$ cat config.mk
export PLATFORM = sky130hd
export DESIGN_NAME = t_ff_bank
export DESIGN_NICKNAME = d
export VERILOG_FILES = /design/src/rtl/t_ff_bank.sv
export SDC_FILE = /design/constraint.sdc
export NUM_CORES = 1
export LEC_CHECK = 0
export ABC_AREA = 1
export BUFFER_PORTS_ARGS = -buffer_cell sky130_fd_sc_hd__buf_2
export CORE_ASPECT_RATIO = 2
export CORE_MARGIN = 2
export CORE_UTILIZATION = 40
export CTS_CLUSTER_DIAMETER = 200
export DETAILED_ROUTE_END_ITERATION = 8
export GPL_ROUTABILITY_DRIVEN = 0
export GPL_TIMING_DRIVEN = 0
export HOLD_SLACK_MARGIN = 0.03
export PLACE_DENSITY = 0.61
export SYNTH_ARGS = -nofsm -noshare
export SYNTH_HDL_FRONTEND = slang
export SYNTH_SLANG_ARGS = --single-unit
export TNS_END_PERCENT = 30
$ cat constraint.sdc
create_clock -name clk -period 1.85 [get_ports clk]
set_clock_uncertainty 0.05 [all_clocks]
set_input_delay 0.2775 -clock clk [delete_from_list [all_inputs] [get_ports clk]]
set_output_delay 0.2775 -clock clk [all_outputs]
set_load 0.01 [all_outputs]
$ cat src/rtl/t_ff_bank.sv
// -----------------------------------------------------------------------------
// t_ff_bank
//   Bank of CHANNELS independent toggle flip-flops with a shared toggle divider.
//   Each channel counts its accepted toggle requests. The channel output inverts
//   on every (div_q+1)-th request, so div_q = 0 behaves as a plain T flip-flop.
//   Per channel, clr wins over set, and set wins over toggle. flip marks a change
//   of out, one cycle after out has moved.
//
// Ports
//   clk       : single clock; all state updates on its rising edge
//   rst       : asynchronous active-high reset
//   toggle    : [CHANNELS] per-channel toggle request
//   set       : [CHANNELS] per-channel synchronous force-to-1
//   clr       : [CHANNELS] per-channel synchronous force-to-0
//   freeze    : global hold; toggle requests are ignored and counts are held
//   div_load  : load strobe for the divide register
//   div_in    : [DIV_W] divide value written on div_load
//   out       : [CHANNELS] registered channel state
//   flip      : [CHANNELS] registered one-cycle pulse after a change of out
//   div_q     : [DIV_W] current divide register value
// -----------------------------------------------------------------------------
module t_ff_bank #(
    parameter int                  CHANNELS  = 8,
    parameter int                  DIV_W     = 4,
    parameter logic [CHANNELS-1:0] POR_VALUE = '0,
    parameter logic [DIV_W-1:0]    DIV_RESET = '0
) (
    input  logic                clk,
    input  logic                rst,
    input  logic [CHANNELS-1:0] toggle,
    input  logic [CHANNELS-1:0] set,
    input  logic [CHANNELS-1:0] clr,
    input  logic                freeze,
    input  logic                div_load,
    input  logic [DIV_W-1:0]    div_in,
    output logic [CHANNELS-1:0] out,
    output logic [CHANNELS-1:0] flip,
    output logic [DIV_W-1:0]    div_q
);

    // Request counters, one per channel. They never exceed div_q.
    logic [DIV_W-1:0]    cnt     [CHANNELS];
    logic [DIV_W-1:0]    cnt_nxt [CHANNELS];
    logic [CHANNELS-1:0] out_nxt;
    // Holds the value of out from before the last edge, so that flip can be
    // produced one cycle after out changes.
    logic [CHANNELS-1:0] out_prev_p1;

    // Counter advance. The counter wraps modulo 2^DIV_W, which is only reached
    // when div_q is all-ones.
    function automatic logic [DIV_W-1:0] cnt_inc(input logic [DIV_W-1:0] c);
        return c + DIV_W'(1);
    endfunction

    always_comb begin
        out_nxt = out;
        for (int i = 0; i < CHANNELS; i++) begin
            cnt_nxt[i] = cnt[i];
            if (clr[i]) begin
                out_nxt[i] = 1'b0;
                cnt_nxt[i] = '0;
            end else if (set[i]) begin
                out_nxt[i] = 1'b1;
                cnt_nxt[i] = '0;
            end else if (div_load) begin
                // A divider change restarts every count and drops the requests
                // of this cycle.
                cnt_nxt[i] = '0;
            end else if (toggle[i] && !freeze) begin
                if (cnt[i] == div_q) begin
                    out_nxt[i] = ~out[i];
                    cnt_nxt[i] = '0;
                end else begin
                    cnt_nxt[i] = cnt_inc(cnt[i]);
                end
            end
        end
    end

    // ---- stage p0: channel state, counters, divide register ----
    // Reset is the only defined start state, so power-up relies on rst.
    always_ff @(posedge clk or posedge rst) begin
        if (rst) begin
            out   <= POR_VALUE;
            div_q <= DIV_RESET;
            for (int i = 0; i < CHANNELS; i++) begin
                cnt[i] <= '0;
            end
        end else begin
            out <= out_nxt;
            if (div_load) begin
                div_q <= div_in;
            end
            for (int i = 0; i < CHANNELS; i++) begin
                cnt[i] <= cnt_nxt[i];
            end
        end
    end

    // ---- stage p1: change detect -> flip pulse ----
    // out_prev_p1 resets to POR_VALUE, matching out, so reset never pulses flip.
    always_ff @(posedge clk or posedge rst) begin
        if (rst) begin
            out_prev_p1 <= POR_VALUE;
            flip        <= '0;
        end else begin
            out_prev_p1 <= out;
            flip        <= out ^ out_prev_p1;
        end
    end

endmodule

==> flow_summary.json, run 1 <==
{
  "status": "finished, final reports clean",
  "antenna_found_initial": 0,
  "final_nets": 570,
  "yosysMostFrequentCell": "nand2_1",
  "synth_top_family_by_area": "simple AND/OR/NAND/NOR gates",
  "core_area_um2": 8351,
  "grt_first_pass_wirelength_mm": 14.43,
  "syn_area_per_cell_um2": 7.379,
  "path_clk_slew_ps": 50,
  "clk_latency_ps": 330,
  "drv_cap": 0,
  "post_drt_wl_per_cell_um": 13.23,
  "setup_viol": 0,
  "fin_worst_hold_slack_ps": 118.4,
  "cts_tree": "yes",
  "die_h_um": 135.3,
  "cts_made_buffers": 9,
  "async_flop_share_pct": 100.0,
  "ys_warn_count": 0,
  "slew_violations": 0,
  "post_cts_resized": 0,
  "syn_inst": 467,
  "drc": 0,
  "synthAdderAreaFrac_pct": 2.905,
  "num_io_pins": 52,
  "syn_nets": 507,
  "netlist_area_um2": 3446,
  "dpl_cell_area_um2": 3839,
  "yosys-top-cells-count": "192 x nand2_1, 60 x dfrtp_1, 50 x inv_1, 37 x nand3_1",
  "drt_iter0_drc": 206,
  "tightest_slew_ps": 551.3,
  "worst_slack_ps": 386.9,
  "leakagePower_uw": 0.002102,
  "pre_cts_slack_ps": 306.5,
  "path_class": "flip-flop to flip-flop",
  "fmaxAchievable_mhz": 683.5,
  "final_cell_area_um2": 4133,
  "cp.arrival_ps": 1670,
  "clock_sinks": 60,
  "hold_viol": 0,
  "maxSlewHeadroom_pct": 63.20,
  "seq_area_frac_synth_pct": 43.57,
  "synth_area_leaders": "dfrtp_1 44%, nand2_1 21%, inv_1 5.4%",
  "grt_pass1_vias": 3109,
  "diodes": 0,
  "num_rows": 47,
  "chipWidth_um": 69.63,
  "grt_remaining_overflow": 0,
  "grt_max_degree": 38,
  "critPathRequiredTime_ps": 2050,
  "drtPass1Iterations": 4,
  "cts_root_buf": "clkbuf_16",
  "post-route-min-period_ps": 1463,
  "start_util_pct": 41.26,
  "track_usage_pct": 19.36,
  "rsz0062_at_grt": "no",
  "finalCoreUtilization_pct": 49.49,
  "worst_setup_path_end_kind": "flip-flop",
  "synth.mux.area_fraction_pct": 0,
  "totalWireLength_mm": 8.377,
  "drive_gt1_share_pct": 16.07,
  "clock_path_buffers": 2,
  "vias_per_cell": 5.019,
  "cp-start-kind": "flip-flop",
  "port_buffers": 50,
  "ys_seq_elements": 60,
  "hp-class": "input pin to flip-flop",
  "htree_levels": 3,
  "dieArea_um2": 9418,
  "yosysTopAreaCell": "dfrtp_1",
  "period_share_pct": 79.09,
  "postRouteAntennaNets": 0,
  "yosys.area_share.simple_pct": 34.60,
  "yosysTopAreaCellShare_pct": 43.57,
  "ys.flop_type": "dfrtp_1",
  "synth_xor_area_share_pct": 4.067,
  "syn_to_final_growth_pct": 19.93,
  "synth_edf_count": 0,
  "vdd_drop_max_mv": 0.4551,
  "num_vias": 3177,
  "synth_compound_area_share_pct": 6.899,
  "power.density_nw_per_um2": 898.4,
  "cp_max_fo": 9,
  "synth_cell_types": 22,
  "post-dp-hpwl_mm": 5.967
}
## logic make-up (layout without fill, tap and decap cells)
kind of cell,Yosys count,after routing
XOR/XNOR,16,16
flip-flops,60,60
adder cells (fa/ha/maj),8,8
AND/OR/NAND/NOR,276,276
buffers and inverters,61,129
AO/OA/AOI/OAI,46,46
## power breakdown
group          leakage (uW)  switching [uW]  internal, uW  total, uW
clock              0.000146             595          1030       1620
combinational       0.00117             354           224        578
sequential         0.000789            74.1          1440       1510
total               0.00210            1020          2690       3710
## critical path, stage by stage, from the launching register on
cell and delay, ps:
dfrtp_1 400, buf_6 160, inv_2 170, nand2_1 70
nand2_1 60, nor2_1 40, nand2_1 100, nand3_1 150
o21ai_0 180
## routing by layer
metal / track usage [%] / vias up / part of all wire [%]
met1: 22.15 / 1486 / 41
li1: - / 1621 / -
met5: 0 / - / 0
met3: 3.795 / 11 / 3.6
met4: 8.013 / 0 / 2.0
met2: 34.94 / 59 / 53
## per-stage QoR
stage	TNS [ps]	instances	power [uW]
2_1_floorplan	0	467	1879
3_3_place_gp	-51120	615	2101
3_5_place_dp	0	616	2120
4_1_cts	0	633	3757
5_1_grt	0	633	3903
6_report	0	633	3713
## path summary, 6_finish.rpt
kind,slack (ps),end,cells past startpoint,from
max,390,cnt[28],8,div_q[1]
min,120,div_q[2],3,div_in[2]
max reg2reg,390,cnt[28],8,div_q[1]
min reg2reg,380,flip[3],1,out_prev_p1[3]
max in group asynchronous,660,out_prev_p1[5],4,rst
min in group asynchronous,490,cnt[24],3,rst
## cell usage in the layout, fill, tap and decap left out, drive strengths merged
cell and instances:
ha 8, nor2 26, clkinv 5, dfrtp 60, nand3b 2, xor2 16
nand4 8, nor4 3, nand3 37, inv 54, nand2 192, dlygate4sd3 1
o22ai 6, a21oi 24, bufinv 1, buf 58, nor3 8, clkbuf 10
o21ai 16
## sequential cells by signal, summed over array words and instances, names as in the netlist
| register | cells |
|---|---|
| cnt | 32 |
| flip | 8 |
| out | 8 |
| out_prev_p1 | 8 |
| div_q | 4 |
## final cells by class
| type | count | area [um^2] |
|---|---|---|
| plain buffers | 7 | 68.82 |
| clock buffers | 10 | 229.0 |
| clock inverters | 6 | 55.05 |
| fillers | 853 | 4218 |
| inverters | 54 | 205.2 |
| multi-input cells | 346 | 1670 |
| flip-flops and latches | 60 | 1501 |
| well taps | 98 | 122.6 |
| repair buffers | 52 | 280.3 |
## repair_timing
item | CTS | global route
hold endpoints to repair | 23 | 0
endpoints found under the setup margin | 0 | 0
setup buffers | 0 | 0
hold buffers | 1 | 0
(Power assumes the default switching activity.)
==> run 2, diff against run 1 <==
==> constraint.sdc (replaced) <==
create_clock -name clk -period 1.3 [get_ports clk]
set_clock_uncertainty 0.05 [all_clocks]
set_input_delay 0.195 -clock clk [delete_from_list [all_inputs] [get_ports clk]]
set_output_delay 0.195 -clock clk [all_outputs]
set_load 0.01 [all_outputs]
==> flow_summary.json, run 2 (synthesis gave the netlist of run 1 again) <==
{
  "status": "finished with violations",
  "failed_checks": "hold timing, setup timing",
  "switchingPower_uw": 1579,
  "antenna_found_initial": 0,
  "start_util_pct": 41.26,
  "num_rows": 47,
  "dpl_cell_area_um2": 3822,
  "final_nets": 588,
  "vias_per_cell": 5.080,
  "hold_buffers": 2,
  "fin_worst_hold_slack_ps": -66.59,
  "die_h_um": 135.3,
  "largest_register_ffs": 32,
  "dieArea_um2": 9418,
  "drv_cap": 0,
  "vdd_drop_max_mv": 0.8688,
  "switching_share_pct": 26.99,
  "post-dp-hpwl_mm": 5.827,
  "post_drt_wl_per_cell_um": 13.87,
  "totalWireLength_mm": 9.027,
  "grt_remaining_overflow": 0,
  "clock_path_buffers": 2,
  "track_usage_pct": 19.92,
  "leakagePower_uw": 0.002271,
  "final_cell_mix": "155 x nand2_1, 59 x dfrtp_1, 54 x buf_2",
  "rsz0062_at_grt": "yes",
  "cts_tree": "yes",
  "dp.cells": 615,
  "drive_gt1_share_pct": 29.84,
  "p_int_uw": 4272,
  "syn_to_final_growth_pct": 32.53,
  "grt_first_pass_wirelength_mm": 14.64,
  "num_vias": 3307,
  "num_io_pins": 52,
  "core_area_um2": 8351,
  "final_common_cell": "nand2_1",
  "htree_levels": 3,
  "cts_root_buf": "clkbuf_16",
  "post-route-min-period_ps": 1379,
  "port_buffers": 50,
  "top_register": "cnt",
  "hold_viol": 32,
  "setup_viol": 18,
  "seqPwrFrac_pct": 36.8,
  "slew_violations": 0,
  "critPathRequiredTime_ps": 1050,
  "grt_max_degree": 61,
  "drc": 0,
  "cp.arrival_ps": 1130,
  "clk_latency_ps": 330,
  "maxSlewHeadroom_pct": 49.84,
  "diodes": 0,
  "tightest_slew_ps": 750.8,
  "worst_slack_ps": -78.73,
  "chipWidth_um": 69.63,
  "cp-start-kind": "flip-flop",
  "clock_sinks": 60,
  "path_clk_slew_ps": 50,
  "drtPass1Iterations": 4,
  "power_uw": 5851,
  "pwr-share-comb_pct": 17.2,
  "grt_pass1_vias": 3182,
  "path_class": "flip-flop to output port",
  "hp-class": "input pin to async pin",
  "worst_setup_path_end_kind": "output port",
  "tns_ps": -887.6,
  "period_share_pct": 106.1,
  "clkPwrFrac_pct": 46.1,
  "cts_made_buffers": 9,
  "power.density_nw_per_um2": 1281,
  "fmaxAchievable_mhz": 725.3,
  "cp_max_fo": 3,
  "drt_iter0_drc": 124,
  "final_cell_area_um2": 4567,
  "fin_cells": 651,
  "postRouteAntennaNets": 0
}
-- run 2: cell count changes in the layout (fill, tap and decap cells not counted), sizes merged --
cell / delta
clkinvlp: +1
clkinv: -3
inv: +3
dlygate4sd3: +1
buf: +13
clkbuf: +2
bufinv: +1
-- run 2: path summary, 6_finish.rpt --
kind / start / endpoint / slack (ps) / depth (start not counted)
max in group asynchronous: rst / cnt[11] / 690 / 3
setup reg to reg: div_q[2] / cnt[2] / -80 / 9
setup / recovery: div_q[1] / div_q[1] / -80 / 3
hold / removal: rst / cnt[24] / -70 / 2
min in group clk: div_in[3] / div_q[3] / 40 / 3
hold reg to reg: out_prev_p1[3] / flip[3] / 390 / 1
-- run 2: area by class of cell --
| class | count | area (um^2) |
|---|---|---|
| clock inverters | 4 | 70.07 |
| repair buffers | 66 | 384.1 |
| plain buffers | 7 | 72.57 |
| repair inverters | 4 | 30.03 |
| well taps | 98 | 122.6 |
| clock buffers | 12 | 266.5 |
| fillers | 800 | 3784 |
| multi-input cells | 346 | 1882 |
| inverters | 54 | 236.5 |
| flip-flops and latches | 60 | 1503 |
-- run 2: layer usage --
metal	up-vias	routed length [um]	global-route usage, %
met5	-	0	0
met4	0	279	9.081
met3	21	482	4.539
met2	76	4908	37.18
met1	1556	3357	20.92
li1	1654	-	-
-- run 2: what timing repair did --
| action | in CTS | in global routing |
|---|---|---|
| hold endpoints to repair | 2 | 32 |
| endpoints found under the setup margin | 40 | 40 |
| pin swaps | 10 | 34 |
| gates cloned | 6 | 2 |
| resized for setup | 24 | 63 |
| buffers inserted | 4 | 5 |
-- run 2: per-stage QoR --
stage	utilization, %	setup slack, ps
after CTS	51.65	-81.36
after detailed placement	45.77	-163.6
after global routing	54.69	-173.6
after floorplan	-	25.57
final	54.69	-78.73
after global placement	45.77	-156.7
-- run 2: power groups by stage --
stage	logic (uW)	registers, uW	clock network, uW
floorplan	435	2240	0
global placement	812	2180	0
detailed placement	823	2180	0
CTS	905	2150	2730
global route	1110	2170	2820
finish	1000	2150	2690
-- run 2: worst max-delay path, cell delays in order, from the launching register on --
cell and delay [ps]:
dfrtp_1 400, buf_4 150, buf_4 120, buf_2 130
==> run 3, diff against run 2 <==
--- a/config.mk
+++ b/config.mk
@@ -15,7 +15,6 @@
 export GPL_ROUTABILITY_DRIVEN = 0
 export GPL_TIMING_DRIVEN = 0
 export HOLD_SLACK_MARGIN = 0.03
-export PLACE_DENSITY = 0.61
 export SYNTH_ARGS = -nofsm -noshare
 export SYNTH_HDL_FRONTEND = slang
 export SYNTH_SLANG_ARGS = --single-unit
==> flow_summary.json, run 3 (synthesis gave the netlist of run 1 again) <==
{
  "status": "finished with violations",
  "failed_checks": "setup timing",
  "num_rows": 47,
  "cts_root_buf": "clkbuf_16",
  "cp_max_fo": 6,
  "cp-start-kind": "flip-flop",
  "worst_setup_path_end_kind": "flip-flop",
  "grt_remaining_overflow": 0,
  "die_h_um": 135.3,
  "cp_slowest_cell": "dfrtp_1",
  "critPathRequiredTime_ps": 1460,
  "drtPass1Iterations": 4,
  "drive_gt1_share_pct": 25.50,
  "grt_first_pass_wirelength_mm": 14.68,
  "post-route-min-period_ps": 1393,
  "num_vias": 3221,
  "worst_slack_ps": -93.07,
  "grt_max_degree": 61,
  "final_nets": 585,
  "path_clk_slew_ps": 50,
  "clk_latency_ps": 330,
  "clock_path_buffers": 2,
  "drc": 0,
  "crit_path_cell_trace": "buf_6 > clkinv_8 > nand2_2 > nand2_1 > nor2_1 > nand2_2 > buf_4 > nand3_1 > a21oi_1",
  "cp.arrival_ps": 1560,
  "cts_tree": "yes",
  "leakagePower_uw": 0.002200,
  "track_usage_pct": 19.76,
  "top_register": "cnt",
  "hp-class": "input pin to flip-flop",
  "core_area_um2": 8351,
  "drt_iter0_drc": 197,
  "rsz0062_at_grt": "yes",
  "worst_path_most_repeated_cell": "nand2_2",
  "nFillCells": 824,
  "fmaxAchievable_mhz": 717.8,
  "clock_sinks": 60,
  "diodes": 0,
  "antenna_found_initial": 0,
  "power_uw": 5309,
  "largest_register_ffs": 32,
  "totalWireLength_mm": 8.906,
  "chipWidth_um": 69.63,
  "r2r_slack_ps": -90,
  "hold_viol": 0,
  "path_delay_family": "buffers and inverters",
  "num_io_pins": 52,
  "path_class": "flip-flop to flip-flop",
  "port_buffers": 50,
  "period_share_pct": 107.2,
  "postRouteAntennaNets": 0,
  "vias_per_cell": 4.978,
  "final_common_cell": "nand2_1",
  "htree_levels": 3,
  "post-dp-hpwl_mm": 5.885,
  "cpPeakStageDelay_ps": 380,
  "final_cell_mix": "168 x nand2_1, 60 x dfrtp_1, 55 x buf_2",
  "cts_made_buffers": 9,
  "tightest_slew_ps": 494.4,
  "syn_to_final_growth_pct": 27.60,
  "crit_buf_inv": 3,
  "dpl_cell_area_um2": 3822,
  "vdd_drop_max_mv": 0.6455,
  "drv_cap": 0,
  "setup_viol": 22,
  "pre_cts_slack_ps": -189.4,
  "grt_pass1_vias": 3168,
  "dieArea_um2": 9418,
  "post_drt_wl_per_cell_um": 13.77,
  "start_util_pct": 41.26,
  "maxSlewHeadroom_pct": 67.00,
  "slew_violations": 0,
  "power.density_nw_per_um2": 1207,
  "final_cell_area_um2": 4397
}
==> run 3: cell types whose count changed in the layout (fill, tap and decap cells not counted), moves of 3 or more <==
| cell | delta |
|---|---|
| nand2_1 | +13 |
| nand2_2 | -12 |
| nand3_1 | +3 |
| nand3_2 | -3 |
==> run 3: worst register-to-register path, cell delays in order (launching register included) <==
cell	delay [ps]
dfrtp_1	380
buf_6	190
clkinv_8	90
nand2_2	50
nand2_1	40
nor2_1	110
nand2_2	110
buf_4	140
nand3_1	50
a21oi_1	60
==> run 3: final cells by class <==
class                   count  area, um^2  area share (%)
multi-input cells         346        1808           41.12
flip-flops and latches     60        1501           34.15
repair buffers             63       352.8           8.025
clock buffers              13       260.3           5.919
inverters                  54       241.5           5.492
well taps                  98       122.6           2.789
plain buffers               7       72.57           1.651
repair inverters            4       27.53          0.6261
clock inverters             2       10.01          0.2277
==> run 3: metrics by stage <==
| step | std cells | hold WS (ps) | util [%] | TNS, ps |
|---|---|---|---|---|
| after floorplan | 467 | 250.9 | - | 0 |
| after global placement | 615 | 373.3 | 45.77 | -9898 |
| after detailed placement | 615 | 372.5 | 45.77 | -11940 |
| after CTS | 639 | 31.55 | 50.49 | -643.5 |
| after global routing | 647 | 49.62 | 52.65 | -4330 |
| final | 647 | 37.40 | 52.65 | -927.9 |
==> run 3: worst paths after layout <==
kind,end,startpoint,cells past startpoint
worst max register to register,cnt[2],div_q[1],9
min in group asynchronous,flip[2],rst,3
worst min register to register,flip[6],out_prev_p1[6],1
worst max-delay path,cnt[2],div_q[1],9
max in group asynchronous,cnt[27],rst,4
worst min-delay path,div_q[0],div_in[0],3
==> run 3: routing by layer <==
layer | part of all wire (%) | wire [um] | vias to the layer above | global-route usage, %
met2 | 54 | 4849 | 49 | 36.81
met4 | 2.1 | 185 | 0 | 8.120
li1 | - | - | 1661 | -
met5 | 0 | 0 | - | 0
met1 | 41 | 3615 | 1499 | 21.86
met3 | 2.9 | 255 | 12 | 3.497
==> run 3: where the power goes <==
group | leakage, uW | internal, uW | switching, uW
sequential | 0.000789 | 2040 | 107
clock | 0.000135 | 1380 | 821
combinational | 0.00128 | 378 | 582
==> run 3: what timing repair did <==
action / 4_1_cts / 5_1_grt
cloned: 5 / 3
setup endpoints to repair: 40 / 40
setup buffers: 4 / 3
hold buffers: 0 / 1
pin swaps: 9 / 15
gates resized for setup: 26 / 36
endpoints found under the hold margin: 0 / 19
